`src/rtl/stopwatch_pkg.sv`:
```
// Shared constants for the stopwatch: BCD digit width, per-digit maxima and
// the default prescaler ratio used by the control FSM top level.
package stopwatch_pkg;
    localparam int BCD_W                 = 4;
    localparam int SEC_TENS_MAX          = 5;
    localparam int DIGIT_MAX             = 9;
    localparam int TICKS_PER_SEC_DEFAULT = 100_000_000;
endpackage

```
`src/rtl/bcd_digit_counter.sv`:
```
// One BCD digit of the elapsed-time chain: counts 0..MAX on inc, wraps to 0
// and raises a combinational carry so the next digit advances on the same edge.
module bcd_digit_counter
    import stopwatch_pkg::*;
#(
    parameter int MAX = DIGIT_MAX
) (
    input  logic             clk,
    input  logic             rst,
    input  logic             clear,
    input  logic             inc,
    output logic [BCD_W-1:0] digit,
    output logic             carry
);
    localparam logic [BCD_W-1:0] MAX_V = BCD_W'(MAX);

    logic [BCD_W-1:0] digit_q, digit_d;

    // ">=" rather than "==" so a corrupted non-BCD value is forced back to 0
    always_comb begin
        digit_d = digit_q;
        if (clear) begin
            digit_d = '0;
        end else if (inc) begin
            digit_d = (digit_q >= MAX_V) ? '0 : digit_q + BCD_W'(1);
        end
    end

    always_ff @(posedge clk or posedge rst) begin
        if (rst) begin
            digit_q <= '0;
        end else begin
            digit_q <= digit_d;
        end
    end

    assign digit = digit_q;
    assign carry = inc && (digit_q == MAX_V);
endmodule

```
`src/rtl/stopwatch_counter.sv`:
```
// MM:SS BCD elapsed-time counter: a prescaler turns enabled clock cycles into
// one-second increments that ripple through four chained digit counters.
module stopwatch_counter
    import stopwatch_pkg::*;
#(
    parameter int TICKS_PER_SEC = TICKS_PER_SEC_DEFAULT
) (
    input  logic             clk,
    input  logic             rst,
    input  logic             enable,
    input  logic             clear,
    output logic [BCD_W-1:0] min_tens,
    output logic [BCD_W-1:0] min_ones,
    output logic [BCD_W-1:0] sec_tens,
    output logic [BCD_W-1:0] sec_ones,
    output logic             sec_tick,
    output logic             rollover
);
    localparam int          PW   = $clog2(TICKS_PER_SEC);
    localparam logic [PW-1:0] TERM = PW'(TICKS_PER_SEC - 1);

    logic [PW-1:0] presc_q, presc_d;
    logic          sec_tick_q, sec_tick_d;
    logic          rollover_q, rollover_d;
    logic          tick;
    logic          c_so, c_st, c_mo, c_mt;

    // Clear dominates, so a terminal count coinciding with clear produces no tick
    assign tick = enable && !clear && (presc_q == TERM);

    always_comb begin
        presc_d    = presc_q;
        sec_tick_d = tick;
        rollover_d = c_mt;
        if (clear) begin
            presc_d = '0;
        end else if (enable) begin
            presc_d = tick ? '0 : presc_q + PW'(1);
        end
    end

    always_ff @(posedge clk or posedge rst) begin
        if (rst) begin
            presc_q    <= '0;
            sec_tick_q <= 1'b0;
            rollover_q <= 1'b0;
        end else begin
            presc_q    <= presc_d;
            sec_tick_q <= sec_tick_d;
            rollover_q <= rollover_d;
        end
    end

    bcd_digit_counter #(.MAX(DIGIT_MAX)) u_sec_ones (
        .clk(clk), .rst(rst), .clear(clear), .inc(tick), .digit(sec_ones), .carry(c_so)
    );
    bcd_digit_counter #(.MAX(SEC_TENS_MAX)) u_sec_tens (
        .clk(clk), .rst(rst), .clear(clear), .inc(c_so), .digit(sec_tens), .carry(c_st)
    );
    bcd_digit_counter #(.MAX(DIGIT_MAX)) u_min_ones (
        .clk(clk), .rst(rst), .clear(clear), .inc(c_st), .digit(min_ones), .carry(c_mo)
    );
    bcd_digit_counter #(.MAX(DIGIT_MAX)) u_min_tens (
        .clk(clk), .rst(rst), .clear(clear), .inc(c_mo), .digit(min_tens), .carry(c_mt)
    );

    assign sec_tick = sec_tick_q;
    assign rollover = rollover_q;
endmodule
```
`config.mk`:
```
export PLATFORM = sky130hd
export DESIGN_NAME = stopwatch_counter
export DESIGN_NICKNAME = d
export VERILOG_FILES = /design/src/rtl/stopwatch_pkg.sv /design/src/rtl/bcd_digit_counter.sv /design/src/rtl/stopwatch_counter.sv
export SDC_FILE = /design/constraint.sdc
export NUM_CORES = 1
export LEC_CHECK = 0
export BUFFER_PORTS_ARGS = -buffer_cell sky130_fd_sc_hd__clkbuf_2
export CAP_MARGIN = 20
export CORE_ASPECT_RATIO = 0.5
export CORE_UTILIZATION = 28
export DETAILED_ROUTE_END_ITERATION = 6
export SETUP_SLACK_MARGIN = 0.2
export SYNTH_ARGS = -nofsm -noshare
export SYNTH_HDL_FRONTEND = slang
export SYNTH_SLANG_ARGS = --single-unit
```
`constraint.sdc`:
```
create_clock -name clk -period 2.9 [get_ports clk]
set_clock_uncertainty 0.1 [all_clocks]
set_input_delay 0 -clock clk [delete_from_list [all_inputs] [get_ports clk]]
set_output_delay 0 -clock clk [all_outputs]
set_load 0.03 [all_outputs]
```
## Word level (Yosys, flattened, before mapping)

Cells that the tools add are included.

| cells by class | value |
|---|---|
| $add $sub $neg | 5 |
| multipliers | 0 |
| div/mod/pow operators | 0 |
| order comparisons | 4 |
| eq/ne operators | 5 |
| shift-type cells | 0 |
| multiplexer cells | 15 |
| bitwise logic cells | 0 |
| reductions and logical operators | 12 |

Operators by type and width:

| operator | count |
|---|---|
| 27-bit 2-to-1 mux | 3 |
| 4-bit 2-to-1 mux | 12 |
| 27-bit by 1-bit adder with 27-bit output (second input constant) | 1 |
| 27-bit == test (second input constant) | 1 |
| 4-bit by 1-bit adder with 4-bit output (second input constant) | 4 |
| 4-bit == test (second input constant) | 3 |
| 4-bit greater-or-equal comparator (second input constant) | 3 |
| 2-bit nonzero test | 5 |
| 1-bit logical AND | 6 |
| 4-bit by 3-bit == test with 1-bit output (second input constant) | 1 |
| 4-bit by 3-bit greater-or-equal comparator with 1-bit output (second input constant) | 1 |
| 1-bit logical NOT | 1 |

| storage, ports and cells | value |
|---|---|
| bits in registers | 45 |
| bits in latches | 0 |
| memory bits (writable) | 0 |
| bits in read-only memories | 0 |
| output and inout port bits | 18 |
| word-level logic and storage cells | 48 |
| memories kept | 0 |

## Longest topological paths before layout

Gate-level depths: netlist of the first run.

| depth | value |
|---|---|
| depth in word-level cells | 8 |
| gate-level depth with buffers | 7 |

## Cells and area by module

A second synthesis of the first run with hierarchy kept.

| unflattened totals | value |
|---|---|
| cells, all modules | 310 |
| area, all modules | 2,845.2 µm² |

By module, submodules not included:

| module | times used | cells each | area an instance (µm²) |
|---|---|---|---|
| stopwatch_counter | 1 | 196 | 1,717.9 |
| bcd_digit_counter at u_min_ones ... | 3 | 29 | 281.5 |
| bcd_digit_counter at u_sec_tens | 1 | 27 | 282.8 |

## Least setup slack after synthesis of the first run

No wires, ideal clock.

| path | value |
|---|---|
| path type | register to register |
| from | reg presc_q[10] |
| to | reg u_sec_tens.digit_q[2], in the netlist u_sec_tens.digit[2] |
| arrival | 2.147 ns |
| data required time | 2.722 ns |
| slack | 0.576 ns |
| stages on the path, launching flop included | 6 |
| period minus slack after synthesis | 2.324 ns |
| path through | dfrtp_1 -> or4_4 -> nor4_4 -> nand4_1 -> or4b_1 -> a21oi_1 |

| between the ends | value |
|---|---|
| cells in the longest elaborated chain, start to end | 4 |

RTL lines:

| element | line | text |
|---|---|---|
| from (decl) | stopwatch_counter.sv:22 | `logic [PW-1:0] presc_q, presc_d;` |
| from (signal assigned) | stopwatch_counter.sv:48 | `presc_q <= presc_d;` |
| 27-bit == test | stopwatch_counter.sv:29 | `assign tick = enable && !clear && (presc_q == TERM);` |
| 1-bit logical AND | stopwatch_counter.sv:29 |  |
| 1-bit logical AND | bcd_digit_counter.sv:38 | `assign carry = inc && (digit_q == MAX_V);` |
| 2-bit nonzero test (no source line) | -- |  |
| to (signal assigned) | bcd_digit_counter.sv:33 | `digit_q <= digit_d;` |
| to (decl) | bcd_digit_counter.sv:17 | `logic [BCD_W-1:0] digit_q, digit_d;` |

Every way passes these cells.
A chain may end at the register's enable or synchronous reset.

## Final worst setup path of the first run

| path | value |
|---|---|
| from | reg presc_q[10] |
| to | reg u_min_ones.digit_q[2], in the netlist u_min_ones.digit[2] |

| between the ends | value |
|---|---|
| cells in the longest elaborated chain, start to end | 5 |

RTL lines:

| element | line |
|---|---|
| 27-bit == test | stopwatch_counter.sv:29 |
| 1-bit logical AND | stopwatch_counter.sv:29 |
| 1-bit logical AND (2 in series) | bcd_digit_counter.sv:38 |
| 2-bit nonzero test (no source line) | -- |
| to (signal assigned) | bcd_digit_counter.sv:33 |
| to (decl) | bcd_digit_counter.sv:17 |

Every way passes these cells.

==> impl_metrics.yaml, run 1 <==
status:
  status: "finished with violations"
  violations: "DRC, hold timing"
clock_network:
  cts.clk_slew.worst_paths_ns: 0.06
  clock_sinks: 45
  cts_tree: "yes"
  cts_buffers: 5
  htreeDepth: 2
  clk_latency_ns: 0.28
  post_cts_buffers: 0
  cts_root_buf: "clkbuf_16"
  clk_path_buf_depth: 2
sta:
  setup_viol: 0
  tns_ns: 0
  relSlewSlack_pct: 54.24
  slew_viol_final: 0
  worst_pin_slew_ns: 0.6812
  final.period_utilization_pct: 85.95
  grt_setup_unrepaired: "no"
  hold_viol_final: 1
  period_minus_slack_ns: 2.493
  fin_hold_ws_ns: -0.008097
  fmax_mhz: 401.2
final_layout:
  area_delta_synth_final_pct: 16.51
  final_cell_area_sq_um: 3064
  fillCellCount: 908
  finish.utilization_pct: 34.36
  final_common_cell: "dfrtp_1"
  final_cells: 435
  nets: 334
  diodes: 0
  post_route_cells_drive_above_1_share_pct: 13.21
  final_cell_mix: "dfrtp_1, nor2_1, nand2_1, clkbuf_2, inv_1"
yosys:
  syn_area_sq_um: 2630
  netlist_instances: 288
  synth_cell_types: 45
  synth-seq-cells: 45
  yosys_warnings: 0
  seq_area_frac_synth_pct: 42.82
  synthArstFlopShare_pct: 100.0
  synthFlopType: "dfrtp_1"
  syn_nets: 305
  avgSynthCellArea_sq_um: 9.132
  synth-edff-count: 0
worst_setup_path:
  start_kind: "flip-flop"
  cp.arrival_ns: 2.60
  crit_type: "reg2reg"
  worstPathRequired_ns: 3.01
  critPathCaptureType: "flip-flop"
  crit_fanout: 8
  r2r_slack_ns: 0.41
route:
  wl_per_cell_um: 12.80
  drt_pass1_iterations: 7
  vias: 2152
  vias_per_cell: 4.947
  drtIter0Drc: 83
  drc: 2
  ant_nets: 0
  finalWirelength_mm: 5.566
global_route:
  grt_pass1_wl_mm: 9.798
  grt_max_degree: 46
  grt_pass1_vias: 2043
  track_usage_pct: 12.30
  grt-ovfl-total: 0
  antenna_found_initial: 0
pwr:
  power_density_nw_per_um2: 401.8
  p_leak_nw: 1.336
  max-vdd-ir-drop_mv: 0.1906
placement:
  port_buffers: 21
  dp_cells: 425
  post-dp-hpwl_mm: 3.982
  place_congestion: 0.7930
  place_area_sq_um: 2894
floorplan:
  fp.dieH_um: 70.53
  rows: 24
  ios: 22
  chipWidth_um: 139.1
  fp.dieArea_sq_um: 9808
  core_sq_um: 8919
  initial_utilization_pct: 29.49
job:
  maxCapViolCount: 0
worst_hold_path:
  hold_class: "in2reg"
timing repair:
action | in CTS | in global routing
endpoints found under the hold margin | 45 | 0
hold buffers | 1 | 0
setup endpoints to repair | 0 | 0
resized for setup | 0 | 0
worst paths after layout:
| path | startpoint | endpoint | cells past startpoint |
|---|---|---|---|
| setup / recovery | presc_q[10]$_DFFE_PP0P_ | u_min_ones.digit[2]$_DFFE_PP0P_ | 5 |
| hold / removal | enable | presc_q[1]$_DFFE_PP0P_ | 3 |
| setup reg to reg | presc_q[10]$_DFFE_PP0P_ | u_min_ones.digit[2]$_DFFE_PP0P_ | 5 |
| hold reg to reg | u_min_tens.digit[3]$_DFFE_PP0P_ | rollover$_DFF_PP0_ | 2 |
| max in group asynchronous | rst | presc_q[18]$_DFFE_PP0P_ | 4 |
| min in group asynchronous | rst | u_sec_ones.digit[1]$_DFFE_PP0P_ | 3 |
report_power, final:
group	internal (mW)	switching (mW)	total [mW]
Sequential	0.630	0.00223	0.632
Clock	0.320	0.233	0.553
Combinational	0.0138	0.0326	0.0464
flip-flops by register name, summed over array words and instances (netlist names):
name and flops:
sec_tick 1, u_sec_tens.digit 4, rollover 1, u_sec_ones.digit 4, u_min_tens.digit 4, presc_q 27, u_min_ones.digit 4
per-layer routing:
layer | routed length, um | global-route usage (%) | vias to the layer above
met3 | 181 | 2.031 | 5
met2 | 2434 | 20.03 | 34
met4 | 50 | 3.951 | 0
met5 | 0 | 0 | -
met1 | 2899 | 16.87 | 1037
li1 | - | - | 1076
area by class of cell:
| cell class | count | area (sq um) | area share [%] |
|---|---|---|---|
| repair buffers | 28 | 172.7 | 5.635 |
| well taps | 117 | 146.4 | 4.777 |
| multi-input cells | 220 | 1415 | 46.18 |
| clock inverters | 1 | 7.507 | 0.2450 |
| flip-flops and latches | 45 | 1126 | 36.75 |
| clock buffers | 7 | 132.6 | 4.328 |
| inverters | 17 | 63.81 | 2.082 |
worst max-delay path, cell delays in order (launching register included):
cell and delay [ns]:
dfrtp_1 0.42, or4_4 0.57, nor4_4 0.36, nand4_1 0.28, or4b_1 0.53, a21oi_1 0.15
cell usage after synthesis (all sizes together), types with 4 or more instances:
cell type,count,area [sq um]
a21oi,13,65.06
and2,4,25.02
clkbuf,4,15.01
dfrtp,45,1126
ha,13,162.7
inv,17,63.81
nand2,25,93.84
nand3,15,75.07
nand3b,10,75.07
nand4,15,93.84
nor2,35,131.4
nor2b,4,25.02
nor3,7,35.03
nor4,5,67.56
o21ai,13,65.06
or3,4,25.02
xnor2,4,35.03
xor2,15,131.4
stage by stage:
step | setup WS (ns) | power (mW) | hold WS [ns]
finish | 0.4073 | 1.231 | -0.008097
global route | 0.2465 | 1.282 | 0.02420
CTS | 0.4154 | 1.244 | 0.0001420
detailed placement | 0.4300 | 0.6875 | 0.1715
global placement | 0.4564 | 0.6873 | 0.1681
floorplan | 0.5756 | 0.6740 | 0.1813
cell families after synthesis:
family          synth area share, %
compound gates                10.37
fa+ha+maj                     6.185
simple gates                  30.49
xor+xnor                      6.327
flops                         42.82
buf+inv                       3.378
mux                          0.4281
No activity file was read; power rests on OpenSTA's default activity.
==> inputs of run 2 (changes only) <==
ABC_AREA = 1   (was not set)
clock period = 2.7 ns   (was 2.9 ns; I/O delays follow)
==> run 2 against run 1 <==
- the flow now finishes without violations
- final area rose by 11%
- routed wire length rose by 26%
- worst hold slack improved by 0.032 ns
- sequential power rose by 7.6%
- synthesized cell count rose by 40%
- sequential share of layout area fell by 3.7 points
- first-iteration DRC count rose by 27%
- via count rose by 24%
- total power rose by 9.3%
==> impl_metrics.yaml, run 2 <==
sta:
  grt_setup_unrepaired: "no"
  period_minus_slack_ns: 2.011
  fin_hold_ws_ns: 0.02426
  relSlewSlack_pct: 54.30
  final.period_utilization_pct: 74.47
  finalWorstSetupSlack_ns: 0.6894
  fmax_mhz: 497.4
  worst_pin_slew_ns: 0.6829
  setup_viol: 0
  hold_viol_final: 0
  slew_viol_final: 0
  tns_ns: 0
yosys:
  synthFlopType: "dfrtp_1"
  seq_area_frac_synth_pct: 38.27
  avgSynthCellArea_sq_um: 7.320
  syn_nets: 419
  synth-edff-count: 0
  synth-seq-cells: 45
  syn_area_sq_um: 2943
  yosys_warnings: 0
  netlist_instances: 402
  synthArstFlopShare_pct: 100.0
  synth_most_common_cell: "nand2_1"
  yosys-top-cells-count: "nand2_1, nor2_1, inv_1, dfrtp_1, nand3_1"
  yosys-top-cells-area: "dfrtp_1, nand2_1, nor2_1"
  synth_top_area_cell: "dfrtp_1"
  synth_top_cell_area_share_pct: 38.27
  synth_cell_types: 31
clock_network:
  clock_sinks: 45
  cts_root_buf: "clkbuf_16"
  cts_buffers: 5
  cts.clk_slew.worst_paths_ns: 0.07
  htreeDepth: 2
  clk_path_buf_depth: 2
  cts_tree: "yes"
  clk_latency_ns: 0.29
  post_cts_buffers: 0
placement:
  pre_cts_slack_ns: 0.7280
  port_buffers: 21
  place_congestion: 0.8560
  place_area_sq_um: 3214
  post-dp-hpwl_mm: 5.237
  dp_cells: 561
final_layout:
  post_route_cells_drive_above_1_share_pct: 13.16
  final_cell_mix: "nand2_1, nor2_1, inv_1, dfrtp_1, nand3_1"
  diodes: 0
  final_cells: 573
  final_cell_area_sq_um: 3408
  largest_register_ffs: 27
  final_common_cell: "nand2_1"
  fillCellCount: 1128
  nets: 449
  finish.utilization_pct: 33.37
  regMostFlops: "presc_q"
  area_delta_synth_final_pct: 15.82
pwr:
  power_density_nw_per_um2: 395.0
  power_frac_seq_pct: 50.5
  switchingPower_mw: 0.3114
  power.internal_mw: 1.035
  max-vdd-ir-drop_mv: 0.2205
  comb_power_share_pct: 4.2
  clkPwrFrac_pct: 45.3
  p_total_mw: 1.346
  p_leak_nw: 1.584
  netSwitchingFraction_pct: 23.13
floorplan:
  rows: 26
  chipWidth_um: 147.0
  fp.dieArea_sq_um: 10950
  ios: 22
  fp.dieH_um: 74.49
  initial_utilization_pct: 28.81
  core_sq_um: 10210
route:
  drc: 0
  wl_per_cell_um: 12.20
  vias_per_cell: 4.647
  drtIter0Drc: 105
  drt_pass1_iterations: 7
  vias: 2663
  ant_nets: 0
  finalWirelength_mm: 6.993
worst_setup_path:
  cp.arrival_ns: 2.09
  critPathMostFrequentCell: "nor2_1"
  critPathCaptureType: "flip-flop"
  path_cells: "dlygate4sd3_1, clkbuf_2, nor2_1, inv_1, nand3_1, xor2_1, nor2_1"
  worstPathRequired_ns: 2.78
  path_buf_inv: 3
  cp_slowest_stage_delay_ns: 0.54
  crit_fanout: 12
  crit_type: "in2reg"
  crit_family: "buffers and inverters"
  slowest_stage: "dlygate4sd3_1"
  start_kind: "primary input"
global_route:
  track_usage_pct: 13.65
  grt-ovfl-total: 0
  grt_max_degree: 46
  grt_pass1_wl_mm: 11.83
  grt_pass1_vias: 2488
  antenna_found_initial: 0
job:
  maxCapViolCount: 0
status:
  status: "complete, no violations"
worst_hold_path:
  hold_class: "in2async"
[run 2: cell types whose count changed after synthesis, sizes merged, moves of 4 or more]
| cell | before | now |
|---|---|---|
| and2 | 4 | 0 |
| nor2 | 35 | 66 |
| inv | 17 | 56 |
| nor4 | 5 | 0 |
| nand3b | 10 | 0 |
| or3 | 4 | 0 |
| nand2 | 25 | 101 |
| nor3 | 7 | 12 |
| a21oi | 13 | 7 |
| nor2b | 4 | 0 |
| xor2 | 15 | 10 |
| nand3 | 15 | 43 |
[run 2: area by class of cell]
class	instances	area, sq um	area share (%)
well taps	140	175.2	5.139
repair buffers	27	170.2	4.993
clock inverters	2	15.01	0.4405
inverters	56	210.2	6.167
multi-input cells	297	1583	46.44
clock buffers	6	128.9	3.781
flip-flops and latches	45	1126	33.04
[run 2: power by group through the flow]
stage               sequential, mW  combinational (mW)  clock [mW]
detailed placement           0.693              0.0508           0
global placement             0.692              0.0510           0
CTS                          0.680              0.0544       0.622
global route                 0.680              0.0643       0.648
finish                       0.680              0.0563       0.610
floorplan                    0.692              0.0347           0
[run 2: worst min-delay path, delay by kind of cell]
family,cells,cell delay (ns)
buffers and inverters,3,0.77
[run 2: logic make-up after synthesis]
logic type | count (synthesis) | share of synthesized area, %
compound gates | 27 | 5.229
flops | 45 | 38.27
buf+inv | 60 | 7.951
fa+ha+maj | 13 | 5.527
simple gates | 241 | 38.27
xor+xnor | 16 | 4.762
[run 2: final timing paths]
kind | slack (ns) | startpoint | endpoint | depth (start not counted)
max in group asynchronous | 2.02 | rst | presc_q[5]$_DFFE_PP0P_ | 4
setup reg to reg | 0.77 | u_sec_ones.digit[1]$_DFFE_PP0P_ | u_min_tens.digit[3]$_DFFE_PP0P_ | 8
hold / removal | 0.02 | rst | u_min_ones.digit[0]$_DFFE_PP0P_ | 3
min in group clk | 0.44 | presc_q[26]$_DFFE_PP0P_ | presc_q[26]$_DFFE_PP0P_ | 2
setup / recovery | 0.69 | clear | presc_q[15]$_DFFE_PP0P_ | 7
hold reg to reg | 0.44 | presc_q[26]$_DFFE_PP0P_ | presc_q[26]$_DFFE_PP0P_ | 2
[run 2: what timing repair did]
| action | in CTS | in global routing |
|---|---|---|
| gates resized for setup | 0 | 0 |
| hold buffers | 3 | 0 |
| endpoints found under the hold margin | 48 | 0 |
[run 2: routing by layer]
layer / up-vias / wire length [um] / track usage [%]
li1: 1348 / - / -
met1: 1242 / 3569 / 18.08
met2: 59 / 3057 / 22.80
met3: 14 / 254 / 2.822
met4: 0 / 112 / 4.238
met5: - / 0 / 0
